## config.mk

```make
export PLATFORM = sky130hd
export DESIGN_NAME = opicorv32_pcpi_hub
export DESIGN_NICKNAME = d
export VERILOG_FILES = /design/src/rtl/opicorv32_pcpi_pkg.sv /design/src/rtl/opicorv32_pcpi_timer.sv /design/src/rtl/opicorv32_pcpi_hub.sv
export SDC_FILE = /design/constraint.sdc
export NUM_CORES = 1
export LEC_CHECK = 0
export CORE_ASPECT_RATIO = 0.6
export CORE_MARGIN = 2
export CORE_UTILIZATION = 25
export CTS_CLUSTER_SIZE = 24
export DETAILED_ROUTE_END_ITERATION = 6
export DONT_BUFFER_PORTS = 1
export GPL_TIMING_DRIVEN = 0
export PLACE_DENSITY_LB_ADDON = 0.05
export SLEW_MARGIN = 15
export SYNTH_ARGS = -nofsm -noshare
export SYNTH_HDL_FRONTEND = slang
export SYNTH_SLANG_ARGS = --single-unit
```

## constraint.sdc

```tcl
create_clock -name clk -period 2.05 [get_ports clk]
set_input_delay 0.5125 -clock clk [delete_from_list [all_inputs] [get_ports clk]]
set_output_delay 0.5125 -clock clk [all_outputs]
set_load 0.01 [all_outputs]
```

## src/rtl/opicorv32_pcpi_pkg.sv

```systemverilog
// opicorv32_pcpi_pkg: shared types and constants for the PCPI hub.
// Hub state encoding, RV32M opcode fields and default timeout.
package opicorv32_pcpi_pkg;

  typedef enum logic [1:0] {
    IDLE,
    BUSY,
    RESP,
    RESP_TO
  } state_t;

  localparam logic [6:0] OPCODE_OP     = 7'b0110011;
  localparam logic [6:0] FUNCT7_MULDIV = 7'b0000001;
  localparam int TIMEOUT_CYCLES_DEF    = 16;

endpackage

```

## src/rtl/opicorv32_pcpi_timer.sv

```systemverilog
// opicorv32_pcpi_timer: clearable saturating cycle counter.
// expire is high while the count sits at LIMIT-1.
module opicorv32_pcpi_timer #(
  parameter int LIMIT = 16,
  parameter int CNT_W = 5
) (
  input  logic clk,
  input  logic resetn,
  input  logic clear,
  input  logic enable,
  output logic expire
);

  logic [CNT_W-1:0] cnt;

  always_ff @(posedge clk or negedge resetn) begin
    if (!resetn) begin
      cnt <= '0;
    end else if (clear) begin
      cnt <= '0;
    end else if (enable && (cnt != {CNT_W{1'b1}})) begin
      cnt <= cnt + 1'b1;
    end
  end

  assign expire = (cnt == CNT_W'(LIMIT - 1));

endmodule

```

## src/rtl/opicorv32_pcpi_hub.sv

```systemverilog
// opicorv32_pcpi_hub: fans one PCPI request out to two co-processors.
// Define OPICORV32_PCPI_HUB_ERR_EN to add the sticky pcpi_err output.
module opicorv32_pcpi_hub
  import opicorv32_pcpi_pkg::*;
#(
  parameter int TIMEOUT_CYCLES = TIMEOUT_CYCLES_DEF,
  parameter int CNT_W          = 5
) (
  input  logic        clk,
  input  logic        resetn,
  input  logic        pcpi_valid,
  input  logic [31:0] pcpi_insn,
  input  logic [31:0] pcpi_rs1,
  input  logic [31:0] pcpi_rs2,
  output logic        pcpi_wr,
  output logic [31:0] pcpi_rd,
  output logic        pcpi_wait,
  output logic        pcpi_ready,
  output logic        pcpi_timeout,
  output logic        cp0_valid,
  output logic [31:0] cp0_insn,
  output logic [31:0] cp0_rs1,
  output logic [31:0] cp0_rs2,
  output logic        cp1_valid,
  output logic [31:0] cp1_insn,
  output logic [31:0] cp1_rs1,
  output logic [31:0] cp1_rs2,
  input  logic        cp0_wr,
  input  logic [31:0] cp0_rd,
  input  logic        cp0_wait,
  input  logic        cp0_ready,
  input  logic        cp1_wr,
  input  logic [31:0] cp1_rd,
  input  logic        cp1_wait,
  input  logic        cp1_ready
`ifdef OPICORV32_PCPI_HUB_ERR_EN
  ,
  output logic        pcpi_err
`endif
);

  state_t      state_q;
  state_t      state_d;
  logic        capture;
  logic        busy;
  logic        wait_q;
  logic        wr_q;
  logic [31:0] rd_q;
  logic [31:0] insn_q;
  logic [31:0] rs1_q;
  logic [31:0] rs2_q;
  logic        expire;

  assign busy = (state_q == BUSY);

  opicorv32_pcpi_timer #(
    .LIMIT (TIMEOUT_CYCLES),
    .CNT_W (CNT_W)
  ) u_timer (
    .clk    (clk),
    .resetn (resetn),
    .clear  (capture | (busy & wait_q)),
    .enable (busy & ~wait_q),
    .expire (expire)
  );

  always_comb begin
    state_d = state_q;
    capture = 1'b0;
    unique case (state_q)
      IDLE: begin
        if (pcpi_valid) begin
          state_d = BUSY;
          capture = 1'b1;
        end
      end
      BUSY: begin
        // ready beats both abort and timeout
        if (cp0_ready || cp1_ready) begin
          state_d = RESP;
        end else if (!pcpi_valid) begin
          state_d = IDLE;
        end else if (!wait_q && expire) begin
          state_d = RESP_TO;
        end
      end
      RESP:    state_d = IDLE;
      RESP_TO: state_d = IDLE;
      default: state_d = IDLE;
    endcase
  end

  always_ff @(posedge clk or negedge resetn) begin
    if (!resetn) begin
      state_q <= IDLE;
      wait_q  <= 1'b0;
      wr_q    <= 1'b0;
      rd_q    <= '0;
      insn_q  <= '0;
      rs1_q   <= '0;
      rs2_q   <= '0;
    end else begin
      state_q <= state_d;
      wait_q  <= busy & (cp0_wait | cp1_wait);
      if (capture) begin
        insn_q <= pcpi_insn;
        rs1_q  <= pcpi_rs1;
        rs2_q  <= pcpi_rs2;
      end
      if (busy && cp0_ready) begin
        rd_q <= cp0_rd;
        wr_q <= cp0_wr;
      end else if (busy && cp1_ready) begin
        rd_q <= cp1_rd;
        wr_q <= cp1_wr;
      end
    end
  end

`ifdef OPICORV32_PCPI_HUB_ERR_EN
  always_ff @(posedge clk or negedge resetn) begin
    if (!resetn) begin
      pcpi_err <= 1'b0;
    end else if ((busy && cp0_ready && cp1_ready) ||
                 (cp0_wait && cp1_wait) ||
                 ((state_q == IDLE) && (cp0_ready || cp1_ready))) begin
      pcpi_err <= 1'b1;
    end
  end
`endif

  assign pcpi_ready   = (state_q == RESP);
  assign pcpi_timeout = (state_q == RESP_TO);
  assign pcpi_wr      = wr_q & pcpi_ready;
  assign pcpi_rd      = rd_q;
  assign pcpi_wait    = wait_q & busy;

  assign cp0_valid = busy;
  assign cp1_valid = busy;
  assign cp0_insn  = insn_q;
  assign cp1_insn  = insn_q;
  assign cp0_rs1   = rs1_q;
  assign cp1_rs1   = rs1_q;
  assign cp0_rs2   = rs2_q;
  assign cp1_rs2   = rs2_q;

endmodule

```

== Word level (Yosys, flattened, before mapping) ==
Index checks and enable logic that the tools add are counted.

* Bits in registers: 137
* Latch bits: 0
* Memory bits (writable): 0
* Bits in read-only memories: 0
* Input bits: 169
* Output and inout bits: 230
* Word-level logic and storage cells: 47
* Memories: 0

* $add $sub $neg: 1
* Multipliers: 0
* Div/mod/pow operators: 0
* Order comparisons: 0
* Eq/ne operators: 7
* Shifts and indexed selects: 0
* Muxes and demuxes: 13
* Bitwise operators: 7
* Reductions and logical operators: 11

{| class="wikitable"
|+ Operators with widths
! kind !! number
|-
| two-way mux 32 bit || 2
|-
| two-way mux 5 bit || 2
|-
| two-way mux 2 bit || 4
|-
| one-hot mux 2 bit (3 select lines) || 1
|-
| adder 5 x 1 -> 5 bit, second input constant || 1
|-
| equality test 5 x 4 -> 1 bit, second input constant || 1
|-
| inequality test 5 bit, second input constant || 1
|-
| AND 1 bit || 4
|-
| equality test 2 bit, second input constant || 2
|-
| logical AND 1 bit || 4
|-
| two-way mux 1 bit || 4
|-
| inequality test 4 x 2 -> 1 bit, second input constant || 1
|-
| nonzero test 2 bit || 2
|-
| equality test 2 x 1 -> 1 bit, second input constant || 1
|-
| zero test 2 bit || 1
|-
| inequality test 2 bit, second input constant || 1
|-
| OR 1 bit || 2
|-
| AND reduction 2 bit || 1
|-
| OR reduction 2 bit || 1
|-
| zero test 1 bit || 1
|-
| logical OR 1 bit || 1
|-
| NOT 1 bit || 1
|}

== Longest topological paths before layout ==
Gate-level depths: netlist of the first run.

* Word-level depth: 6
* Gate-level depth with buffers: 7
* Mapped depth without buffers: 6

== By module ==
Synthesis of the first run repeated with hierarchy kept, for this count alone.

* Cells, all modules: 505
* Area total of the unflattened synthesis: 6531.3 sq um

{| class="wikitable"
|+ By module, submodules not included
! module !! instances !! cells each !! area an instance (sq um) !! seq. area each (sq um)
|-
| opicorv32_pcpi_hub || 1 || 481 || 6258.5 || 3303.2
|-
| opicorv32_pcpi_timer || 1 || 24 || 272.8 || 125.1
|}

== Least setup slack after synthesis of the first run ==
OpenSTA, ideal clock, no wires.

* Kind: flip-flop to flip-flop
* Start: register u_timer.cnt[0]
* End: register u_timer.cnt[3]
* Data arrival time: 1.842 ns
* Required time: 1.973 ns
* Path slack: 0.130 ns
* Stages on the path, launching flop included: 7
* Buffers on the path: 0
* Cells stage by stage: dfrtp_1 ha_1 and3_1 ha_1 nor4b_4 or3b_1 a21oi_1

* Cells in the longest elaborated chain, start to end: 3
* Elaborated cells between the ends (all ways): 6
* Those cells by class: add/sub (1); eq/ne (1); mux (2); reduce/logical (2)

{| class="wikitable"
|+ Ends and longest elaborated chain
! item !! line !! RTL
|-
| start: declaration || opicorv32_pcpi_timer.sv:14 || <nowiki>logic [CNT_W-1:0] cnt;</nowiki>
|-
| start signal: assignment || opicorv32_pcpi_timer.sv:22 || <nowiki>cnt <= cnt + 1'b1;</nowiki>
|-
| adder 5 x 1 -> 5 bit or inequality test 5 bit (tied branches) || opicorv32_pcpi_timer.sv:22, opicorv32_pcpi_timer.sv:21 ||
|-
| two-way mux 5 bit or logical AND 1 bit (tied branches) || opicorv32_pcpi_timer.sv:21 || <nowiki>end else if (enable && (cnt != {CNT_W{1'b1}})) begin</nowiki>
|-
| two-way mux 5 bit or nonzero test 2 bit (tied branches) || n/a ||
|}

Several ways; a longest one is shown, not always the timed one. The select of a mux whose other input is x is not followed.
A chain may end at the register's enable or synchronous reset.

== Worst setup path in the final report of the first run ==
Ends and elaborated chain as after synthesis.

==> flow_summary_export.csv, run 1 <==
group,metric,value,unit
cells_and_area,drive_above_1_share,46.1,%
synth,yosys_most_used_dff,"dfrtp_1",
global_routing,overflow,0,
die,core-area,24300,µm²
critical_path,r2r-end,"u_timer.cnt[3]$_DFFE_PN0P_",
synth,ys_top_cells_by_area,"dfrtp_1, mux2_2, buf_4, o21ai_0, o22ai_1",
timing,timing.fmax,0.517,GHz
power,ir_drop,0.477,mV
clocking,path_clk_slew,60,ps
placement,dp_hpwl,13000,µm
timing,tns,0,ps
clocking,clock_latency,410,ps
detailed_routing,top_layer,"met4",
detailed_routing,wl_met2,8090,µm
synth,yosys.area_share.simple,2.85,%
synth,synth_nets,676,
timing,finalCritPeriodShare,94.3,%
synth,avgSynthCellArea,12.4,µm²
global_routing,grt_pass1_vias,3981,
cells_and_area,syn2layout_area_growth,16.5,%
synth,synth_top_family_by_area,"multiplexers",
detailed_routing,first_pass_iters,4,
timing,hold_violations,137,
synth,synth_cell_types,31,
die,rows,44,
global_routing,grt_max_degree,138,
synth,ys_warn_count,0,
die,dieArea,26200,µm²
power,power.leakage,3.12,nW
clocking,cts_buffers,17,
timing,slew_viol_final,0,
synth,synth.most_common_cell,"dfrtp_1",
synth,synthXorXnorAreaFrac,0.141,%
timing,worst_pin_slew,614,ps
synth,synthArstFlopShare,100,%
timing,rsz0062_at_grt,"no",
detailed_routing,routed_wl,17000,µm
critical_path,worstPathMaxFanout,3,
placement,pre_cts_ws,-54.8,ps
critical_path,path_delay_family,"simple AND/OR/NAND/NOR gates",
die,start_util,25.6,%
clocking,cts.sinks,137,
critical_path,crit_chain,"ha_1, and3_1, ha_1, nor4b_4, or3b_1, a21oi_1",
critical_path,cpPeakStageDelay,410,ps
critical_path,crit_path_top_delay_cell,"dfrtp_1",
worst_hold_path,min_path_type,"input pin to async pin",
timing,setup-violations-final,0,
outcome,status,"finished with violations",
synth,synth_fa_ha_area_share,0.603,%
critical_path,arrival,2270,ps
cells_and_area,diodes,0,
timing,hold_slack,-211,ps
global_routing,grt_use_total,12.7,%
power,total_power,9.38,mW
critical_path,required,2380,ps
critical_path,cp-start-kind,"flop",
detailed_routing,remaining_drc_errors,0,
detailed_routing,drt-initial-drc-count,134,
clocking,clock_path_buffers,2,
global_routing,grt_pass1_wl,25100,µm
synth,synth.ff_latch_count,137,
detailed_routing,ant_nets,0,
critical_path,cpMostUsedCell,"ha_1",
synth,synth_top_area_share,55.1,%
cells_and_area,fillers,2476,
global_routing,antenna_found_initial,0,
job,cap_violations,0,
die,ios,399,
critical_path,end_kind,"flop",
synth,synth-edff-count,0,
timing,fin_worst_skew,7.19,ps
placement,port_buffers,0,
critical_path,rr_worst_depth,6,
synth,synth_commonest_cells,"dfrtp_1, buf_4, mux2_2",
outcome,violations,"negative hold slack",
synth,synthMuxAreaShare,17.7,%
placement,routabilityCongestion,0.834,
critical_path,worstSetupPathType,"flop to flop",
detailed_routing,route.met3.wl,1460,µm
detailed_routing,dr_total_vias,3883,
critical_path,timing.rr.start,"u_timer.cnt[0]$_DFFE_PN0P_",
detailed_routing,via_per_inst,4.54,
timing,maxSlewHeadroom,59.1,%
synth,seq_area_frac_synth,55.1,%
critical_path,r2r_slack,120,ps
synth,synth_area,6230,µm²
timing,setup_ws,116,ps
die,die_w,208,µm
detailed_routing,wl_met1,7310,µm
cells_and_area,fin_nets,695,
clocking,cts_tree,"built",
die,die_y,126,µm
synth,syn_inst,504,
timing,period_needed,1930,ps
detailed_routing,detail_route.wl_per_cell,19.9,µm
clocking,htreeDepth,4,
power,powerDensity,1290,nW/µm²
synth,synth_top_cell_by_area,"dfrtp_1",
critical_path,crit_buf_inv,0,
clocking,cts_root_buf,"clkbuf_16",
synth,synth-compound-area-share,9.30,%
-- registers in the layout, summed over array words and instances, names as in the netlist --
signal / flops
state_q: 2
wr_q: 1
wait_q: 1
u_timer.cnt: 5
cp0_insn: 32
cp0_rs2: 32
cp0_rs1: 32
pcpi_rd: 32
-- routing by layer --
layer  vias to the layer above  GRT usage (%)
met5                         -              0
met4                         0           3.71
met3                        11           5.19
met2                       217           19.6
met1                      1951           16.5
li1                       1704              -
-- power breakdown --
| group | leakage [nW] | internal [mW] | total, mW | switching [mW] |
|---|---|---|---|---|
| logic | 1.19 | 1.10 | 1.93 | 0.833 |
| registers | 1.64 | 3.37 | 4.32 | 0.958 |
| clock network | 0.288 | 1.99 | 3.13 | 1.13 |
| total | 3.12 | 6.45 | 9.38 | 2.93 |
-- final cells by class --
| class | instances | area, µm² | share of cell area (%) |
|---|---|---|---|
| plain buffers | 125 | 873 | 12.0 |
| clock buffers | 22 | 474 | 6.54 |
| clock inverters | 8 | 120 | 1.66 |
| inverters | 5 | 18.8 | 0.259 |
| multi-input cells | 236 | 1930 | 26.6 |
| flip-flops and latches | 137 | 3430 | 47.3 |
| well taps | 322 | 403 | 5.56 |
| repair buffers | 1 | 7.51 | 0.104 |
-- worst max-delay path by stage --
stage | start | end | slack [ps] | cells past startpoint
detailed placement | u_timer.cnt[0]$_DFFE_PN0P_ | u_timer.cnt[3]$_DFFE_PN0P_ | -50 | 6
floorplan | u_timer.cnt[0]$_DFFE_PN0P_ | u_timer.cnt[3]$_DFFE_PN0P_ | 130 | 6
CTS | state_q[1]$_DFFE_PN0P_ | pcpi_wait | -1 | 3
global route | state_q[1]$_DFFE_PN0P_ | pcpi_wait | 5 | 3
global placement | u_timer.cnt[0]$_DFFE_PN0P_ | u_timer.cnt[3]$_DFFE_PN0P_ | -20 | 6
finish | u_timer.cnt[0]$_DFFE_PN0P_ | u_timer.cnt[3]$_DFFE_PN0P_ | 120 | 6
-- through the flow --
stage / std cells / hold WS (ps) / util [%] / cell area [µm²]
after floorplan: 504 / 217 / - / 6230
after global placement: 826 / 220 / 27.2 / 6630
after detailed placement: 826 / 219 / 27.2 / 6630
after CTS: 856 / -243 / 29.7 / 7230
after global routing: 856 / -249 / 29.8 / 7250
final: 856 / -211 / 29.8 / 7250
-- cells in the final DEF, fill, tap and decap left out, types with 2 or more instances in the layout --
cell | synthesis | layout
clkbuf_8 | 0 | 3
a21oi_1 | 3 | 3
nor2_1 | 12 | 11
nor2_4 | 0 | 2
and2_1 | 2 | 2
bufinv_16 | 0 | 3
a31oi_1 | 4 | 4
ha_1 | 3 | 3
buf_4 | 103 | 105
inv_1 | 5 | 4
clkinvlp_4 | 0 | 2
o21ai_0 | 60 | 60
mux2i_1 | 2 | 2
mux2_2 | 96 | 96
dfrtp_1 | 137 | 137
clkbuf_1 | 10 | 11
clkinv_2 | 0 | 3
clkbuf_16 | 0 | 17
o22ai_1 | 28 | 28
nand3_1 | 2 | 2
nor2b_1 | 5 | 4
a22oi_1 | 4 | 4
nand2b_1 | 2 | 2
and3_1 | 2 | 2
buf_2 | 11 | 10
o21ai_1 | 2 | 2
-- cell families after synthesis --
family,after synthesis
mux,98
xor+xnor,1
buf+inv,131
simple gates,30
compound gates,104
flops,137
fa+ha+maj,3
-- what timing repair did --
action / 4_1_cts / 5_1_grt
endpoints found under the setup margin: 3 / 43
endpoints found under the hold margin: 137 / 137
pin swaps: 1 / 0
setup buffers: 1 / 0
resized for setup: 3 / 5
gates cloned: 0 / 0
No activity file was read; power rests on OpenSTA's default activity.
==> run 2, diff against run 1 <==
PLACE_DENSITY = 0.47   (was default)
PLACE_DENSITY_LB_ADDON = default   (was 0.05)
==> run 2 against run 1 <==
Compared with the run above:
- first-iteration DRC count up 110%
- worst setup slack worse by 4.7 ps
- largest power group unchanged
- critical path type is now flop to output pin
- maximum frequency decreased by 0.24%
- register-to-register slack about the same
- wire length is 5.7% lower
- clock-buffer cell count decreased by 3
- critical endpoint is now pcpi_wait
- the flow still finishes with violations (negative hold slack)
- highest routed layer unchanged
- via count rose by 1.1%
==> flow_summary_export.csv, run 2 (synthesis gave the netlist of run 1 again) <==
group,metric,value,unit
critical_path,required,1540,ps
die,die_y,126,µm
worst_hold_path,min_path_type,"input pin to async pin",
detailed_routing,drt-initial-drc-count,278,
detailed_routing,ant_nets,0,
critical_path,worstPathMaxFanout,19,
clocking,cts_tree,"built",
placement,port_buffers,0,
die,rows,44,
timing,period_needed,1940,ps
critical_path,crit_buf_inv,1,
global_routing,overflow,0,
cells_and_area,regArea,3430,µm²
outcome,violations,"negative hold slack",
placement,pre_cts_ws,-169,ps
critical_path,arrival,1430,ps
timing,slew_viol_final,0,
timing,hold_violations,137,
cells_and_area,diodes,0,
timing,rsz0062_at_grt,"no",
placement,routabilityCongestion,0.830,
timing,fin_worst_skew,20.1,ps
clocking,htreeDepth,4,
power,powerDensity,1290,nW/µm²
global_routing,grt_pass1_vias,4063,
critical_path,worstSetupPathType,"flop to output pin",
cells_and_area,syn2layout_area_growth,16.5,%
clocking,clock_path_buffers,2,
detailed_routing,dr_total_vias,3927,
power,power.leakage,3.12,nW
timing,timing.fmax,0.516,GHz
timing,setup_ws,111,ps
cells_and_area,stdcell_count,860,
clocking,path_clk_slew,60,ps
die,start_util,25.6,%
cells_and_area,fin_nets,697,
critical_path,crit_cells,3,
timing,finalCritPeriodShare,94.6,%
timing,hold_slack,-228,ps
die,ios,399,
timing,maxSlewHeadroom,57.3,%
cells_and_area,fillers,2464,
critical_path,end_kind,"output pin",
die,die_w,208,µm
detailed_routing,via_per_inst,4.57,
detailed_routing,first_pass_iters,4,
clocking,cts.sinks,137,
critical_path,cp-start-kind,"flop",
clocking,cts_buffers,17,
timing,setup-violations-final,0,
placement,dp_hpwl,12100,µm
global_routing,grt_pass1_wl,23900,µm
detailed_routing,routed_wl,16100,µm
critical_path,crit_path_top_delay_cell,"dfrtp_2",
critical_path,cpPeakStageDelay,450,ps
global_routing,grt_use_total,12.1,%
critical_path,path_delay_family,"flip-flops",
cells_and_area,multi_input_area,1920,µm²
job,cap_violations,0,
clocking,clock_latency,440,ps
clocking,cts_root_buf,"clkbuf_16",
die,core-area,24300,µm²
global_routing,antenna_found_initial,0,
timing,worst_pin_slew,640,ps
critical_path,rr_worst_depth,6,
detailed_routing,remaining_drc_errors,0,
cells_and_area,most-common-layout-cells,"dfrtp_1, buf_4, mux2_2",
placement,placed_cells,826,
cells_and_area,drive_above_1_share,46.7,%
outcome,status,"finished with violations",
detailed_routing,detail_route.wl_per_cell,18.7,µm
die,dieArea,26200,µm²
power,ir_drop,0.615,mV
global_routing,grt_max_degree,138,
cells_and_area,final_common_cell,"dfrtp_1",
critical_path,crit_chain,"nand2b_1, buf_4, nor2_4",
## run 2: area by class of cell
cell class / count / area share [%]
clock buffers: 19 / 6.10
plain buffers: 125 / 12.0
multi-input cells: 236 / 26.5
flip-flops and latches: 137 / 47.3
repair buffers: 3 / 0.310
clock inverters: 13 / 2.02
well taps: 322 / 5.55
inverters: 5 / 0.259
## run 2: routing by layer
| metal | up-vias | share of wire, % | GRT usage (%) |
|---|---|---|---|
| met1 | 1980 | 43 | 14.9 |
| met3 | 16 | 7.8 | 5.41 |
| li1 | 1715 | - | - |
| met4 | 0 | 1.5 | 4.63 |
| met5 | - | 0 | 0 |
| met2 | 216 | 48 | 18.8 |
## run 2: power breakdown
group / leakage, nW / internal [mW] / total [mW] / switching, mW
clock network: 0.284 / 1.83 / 3.06 / 1.23
registers: 1.64 / 3.37 / 4.33 / 0.959
logic: 1.20 / 1.10 / 1.94 / 0.836
total: 3.12 / 6.30 / 9.33 / 3.03
## run 2: repair_timing
item | in CTS | in global routing
buffers inserted | 1 | 2
pin swaps | 1 | 1
gates resized for setup | 2 | 6
hold endpoints to repair | 137 | 137
endpoints found under the setup margin | 43 | 43
## run 2: worst paths after layout
| path | start | endpoint | slack [ps] |
|---|---|---|---|
| min | resetn | cp0_rs1[10]$_DFFE_PN0P_ | -230 |
| max reg2reg | u_timer.cnt[0]$_DFFE_PN0P_ | u_timer.cnt[3]$_DFFE_PN0P_ | 120 |
| min in group clk | cp0_ready | pcpi_rd[28]$_DFFE_PN0P_ | 190 |
| min reg2reg | wr_q$_DFFE_PN0P_ | wr_q$_DFFE_PN0P_ | 490 |
| max in group asynchronous | resetn | cp0_insn[24]$_DFFE_PN0P_ | 2100 |
| max | state_q[1]$_DFFE_PN0P_ | pcpi_wait | 110 |
## run 2: metrics by stage
step	instance area, µm²	total power [mW]	utilization, %	setup TNS [ps]	hold WS [ps]
2_1_floorplan	6230	5.83	-	0	217
3_3_place_gp	6630	6.32	27.2	-2190	222
3_5_place_dp	6630	6.34	27.2	-6220	221
4_1_cts	7230	9.49	29.7	-66.5	-263
5_1_grt	7260	9.84	29.8	0	-268
6_report	7260	9.33	29.8	0	-228
==> run 3, diff against run 2 <==
CORE_AREA = 2 2 155 157   (was default)
CORE_ASPECT_RATIO = default   (was 0.6)
CORE_MARGIN = default   (was 2)
CORE_UTILIZATION = default   (was 25)
DIE_AREA = 0 0 157 159   (was default)
PLACE_DENSITY = 0.48   (was 0.47)
==> run 3 against run 2 <==
Compared with the run above:
- the flow still finishes with violations (negative hold slack)
- combinational power is 2% higher
- sequential share of layout area is 0.057 points lower
- via count is 2.1% higher
- clock skew is 13 ps lower
- first-iteration DRC count is 40% lower
- largest cell class unchanged
- largest power group unchanged
==> flow_summary_export.csv, run 3 (synthesis gave the netlist of run 1 again) <==
group,metric,value,unit
critical_path,worstPathMaxFanout,8,
outcome,violations,"negative hold slack",
global_routing,grt_max_degree,138,
cells_and_area,drive_above_1_share,46.8,%
timing,setup-violations-final,0,
critical_path,required,1540,ps
timing,fin_worst_skew,7.06,ps
critical_path,crit_path_top_delay_cell,"dfrtp_1",
clocking,path_clk_slew,60,ps
clocking,clock_path_buffers,2,
detailed_routing,first_pass_iters,6,
cells_and_area,final_area,7260,µm²
cells_and_area,syn2layout_area_growth,16.7,%
die,rows,56,
timing,hold_slack,-200,ps
power,seqPwrFrac,46.4,%
global_routing,met3_usage,4.90,%
critical_path,worstSetupPathType,"flop to output pin",
worst_hold_path,min_path_type,"input pin to async pin",
power,power.leakage,3.12,nW
timing,timing.fmax,0.507,GHz
critical_path,arrival,1460,ps
cells_and_area,most-common-layout-cells,"dfrtp_1, buf_4, mux2_2",
power,ir_drop,0.426,mV
cells_and_area,regArea,3430,µm²
die,die_w,157,µm
outcome,status,"finished with violations",
clocking,clock_latency,410,ps
clocking,htreeDepth,4,
cells_and_area,fin_nets,698,
timing,hold_violations,137,
global_routing,grt_pass1_vias,4162,
global_routing,overflow,0,
die,core-area,23200,µm²
placement,routabilityCongestion,0.793,
clocking,cts_tree,"built",
detailed_routing,remaining_drc_errors,0,
power,pwr-share-clk,32.5,%
timing,rsz0062_at_grt,"no",
cells_and_area,multi_input_area,1920,µm²
power,powerDensity,1290,nW/µm²
timing,maxSlewHeadroom,64.6,%
power,total_power,9.40,mW
critical_path,end_kind,"output pin",
cells_and_area,final_common_cell,"dfrtp_1",
timing,tns,0,ps
timing,worst_pin_slew,531,ps
global_routing,grt_use_total,14.2,%
timing,finalCritPeriodShare,96.3,%
critical_path,cpPeakStageDelay,360,ps
critical_path,crit_chain,"buf_4, nor2b_1, and2_1",
cells_and_area,fillers,2310,
clocking,cts_root_buf,"clkbuf_16",
global_routing,use_met1,15.1,%
global_routing,grt_pass1_wl,26600,µm
timing,period_needed,1970,ps
placement,placed_area,6630,µm²
die,die_y,159,µm
detailed_routing,drt-initial-drc-count,168,
placement,port_buffers,0,
placement,dp_hpwl,14300,µm
global_routing,antenna_found_initial,1,
cells_and_area,utilization,31.3,%
power,p_sw_share,32.8,%
detailed_routing,ant_nets,0,
clocking,cts_buffers,17,
global_routing,grt_busiest_layer,"met2",
cells_and_area,diodes,0,
job,cap_violations,0,
detailed_routing,detail_route.wl_per_cell,21.3,µm
detailed_routing,dr_total_vias,4008,
global_routing,grtUsageMet2,26.0,%
critical_path,cp-start-kind,"flop",
timing,slew_viol_final,0,
power,p_comb_share,21.0,%
power,intPower,6.32,mW
die,start_util,26.8,%
detailed_routing,via_per_inst,4.67,
clocking,cts.sinks,137,
die,ios,399,
detailed_routing,routed_wl,18300,µm
power,p_switching,3.08,mW
die,dieArea,25000,µm²
-- run 3: changes by cell type in the layout (fill, tap and decap cells not counted), sizes merged --
cell,previous run,this run
clkinv,7,4
buf,118,119
clkinvlp,2,5
-- run 3: metal layers --
layer	wire length [µm]	part of all wire, %	up-vias
li1	-	-	1719
met1	6650	36	2050
met2	9970	55	221
met3	1370	7.5	16
met4	258	1.4	2
met5	12	0.066	-
-- run 3: final timing paths --
kind | cells past startpoint | slack [ps] | end | start
hold / removal | 0 | -200 | cp0_rs1[18]$_DFFE_PN0P_ | resetn
setup reg to reg | 7 | 120 | u_timer.cnt[2]$_DFFE_PN0P_ | u_timer.cnt[0]$_DFFE_PN0P_
min in group clk | 1 | 210 | pcpi_rd[28]$_DFFE_PN0P_ | cp0_ready
setup / recovery | 3 | 80 | pcpi_wr | state_q[0]$_DFFE_PN0P_
hold reg to reg | 2 | 520 | wr_q$_DFFE_PN0P_ | wr_q$_DFFE_PN0P_
max in group asynchronous | 0 | 2000 | pcpi_rd[9]$_DFFE_PN0P_ | resetn
-- run 3: timing repair --
action,in CTS,in global routing
pin swaps,1,1
hold endpoints to repair,137,137
endpoints found under the setup margin,43,5
resized for setup,5,2
setup buffers,2,2
-- run 3: power groups by stage --
stage | combinational (mW) | sequential, mW | clock [mW]
6_report | 1.98 | 4.37 | 3.06
5_1_grt | 2.15 | 4.46 | 3.29
4_1_cts | 1.98 | 4.39 | 3.17
3_5_place_dp | 1.96 | 4.43 | 0
3_3_place_gp | 1.92 | 4.41 | 0
2_1_floorplan | 1.72 | 4.12 | 0
-- run 3: final cells by class --
cell class | count | area share, %
Timing Repair Buffer | 4 | 0.413
Inverter | 5 | 0.310
Sequential cell | 137 | 47.2
Clock buffer | 19 | 6.10
Tap cell | 319 | 5.49
Buffer | 125 | 12.1
Clock inverter | 13 | 1.98
Multi-Input combinational cell | 236 | 26.4
-- run 3: metrics by stage --
| step | worst slack (ps) | std cells |
|---|---|---|
| final | 76.0 | 858 |
| after global routing | 8.48 | 858 |
| after CTS | 8.42 | 856 |
| after detailed placement | -71.9 | 823 |
| after global placement | -61.7 | 823 |
| after floorplan | 130 | 504 |
-- run 3: worst max-delay path: cells and delay by family (launching register included) --
kind	cells	cell delay, ps
simple gates	2	520
buf+inv	1	170
flops	1	360
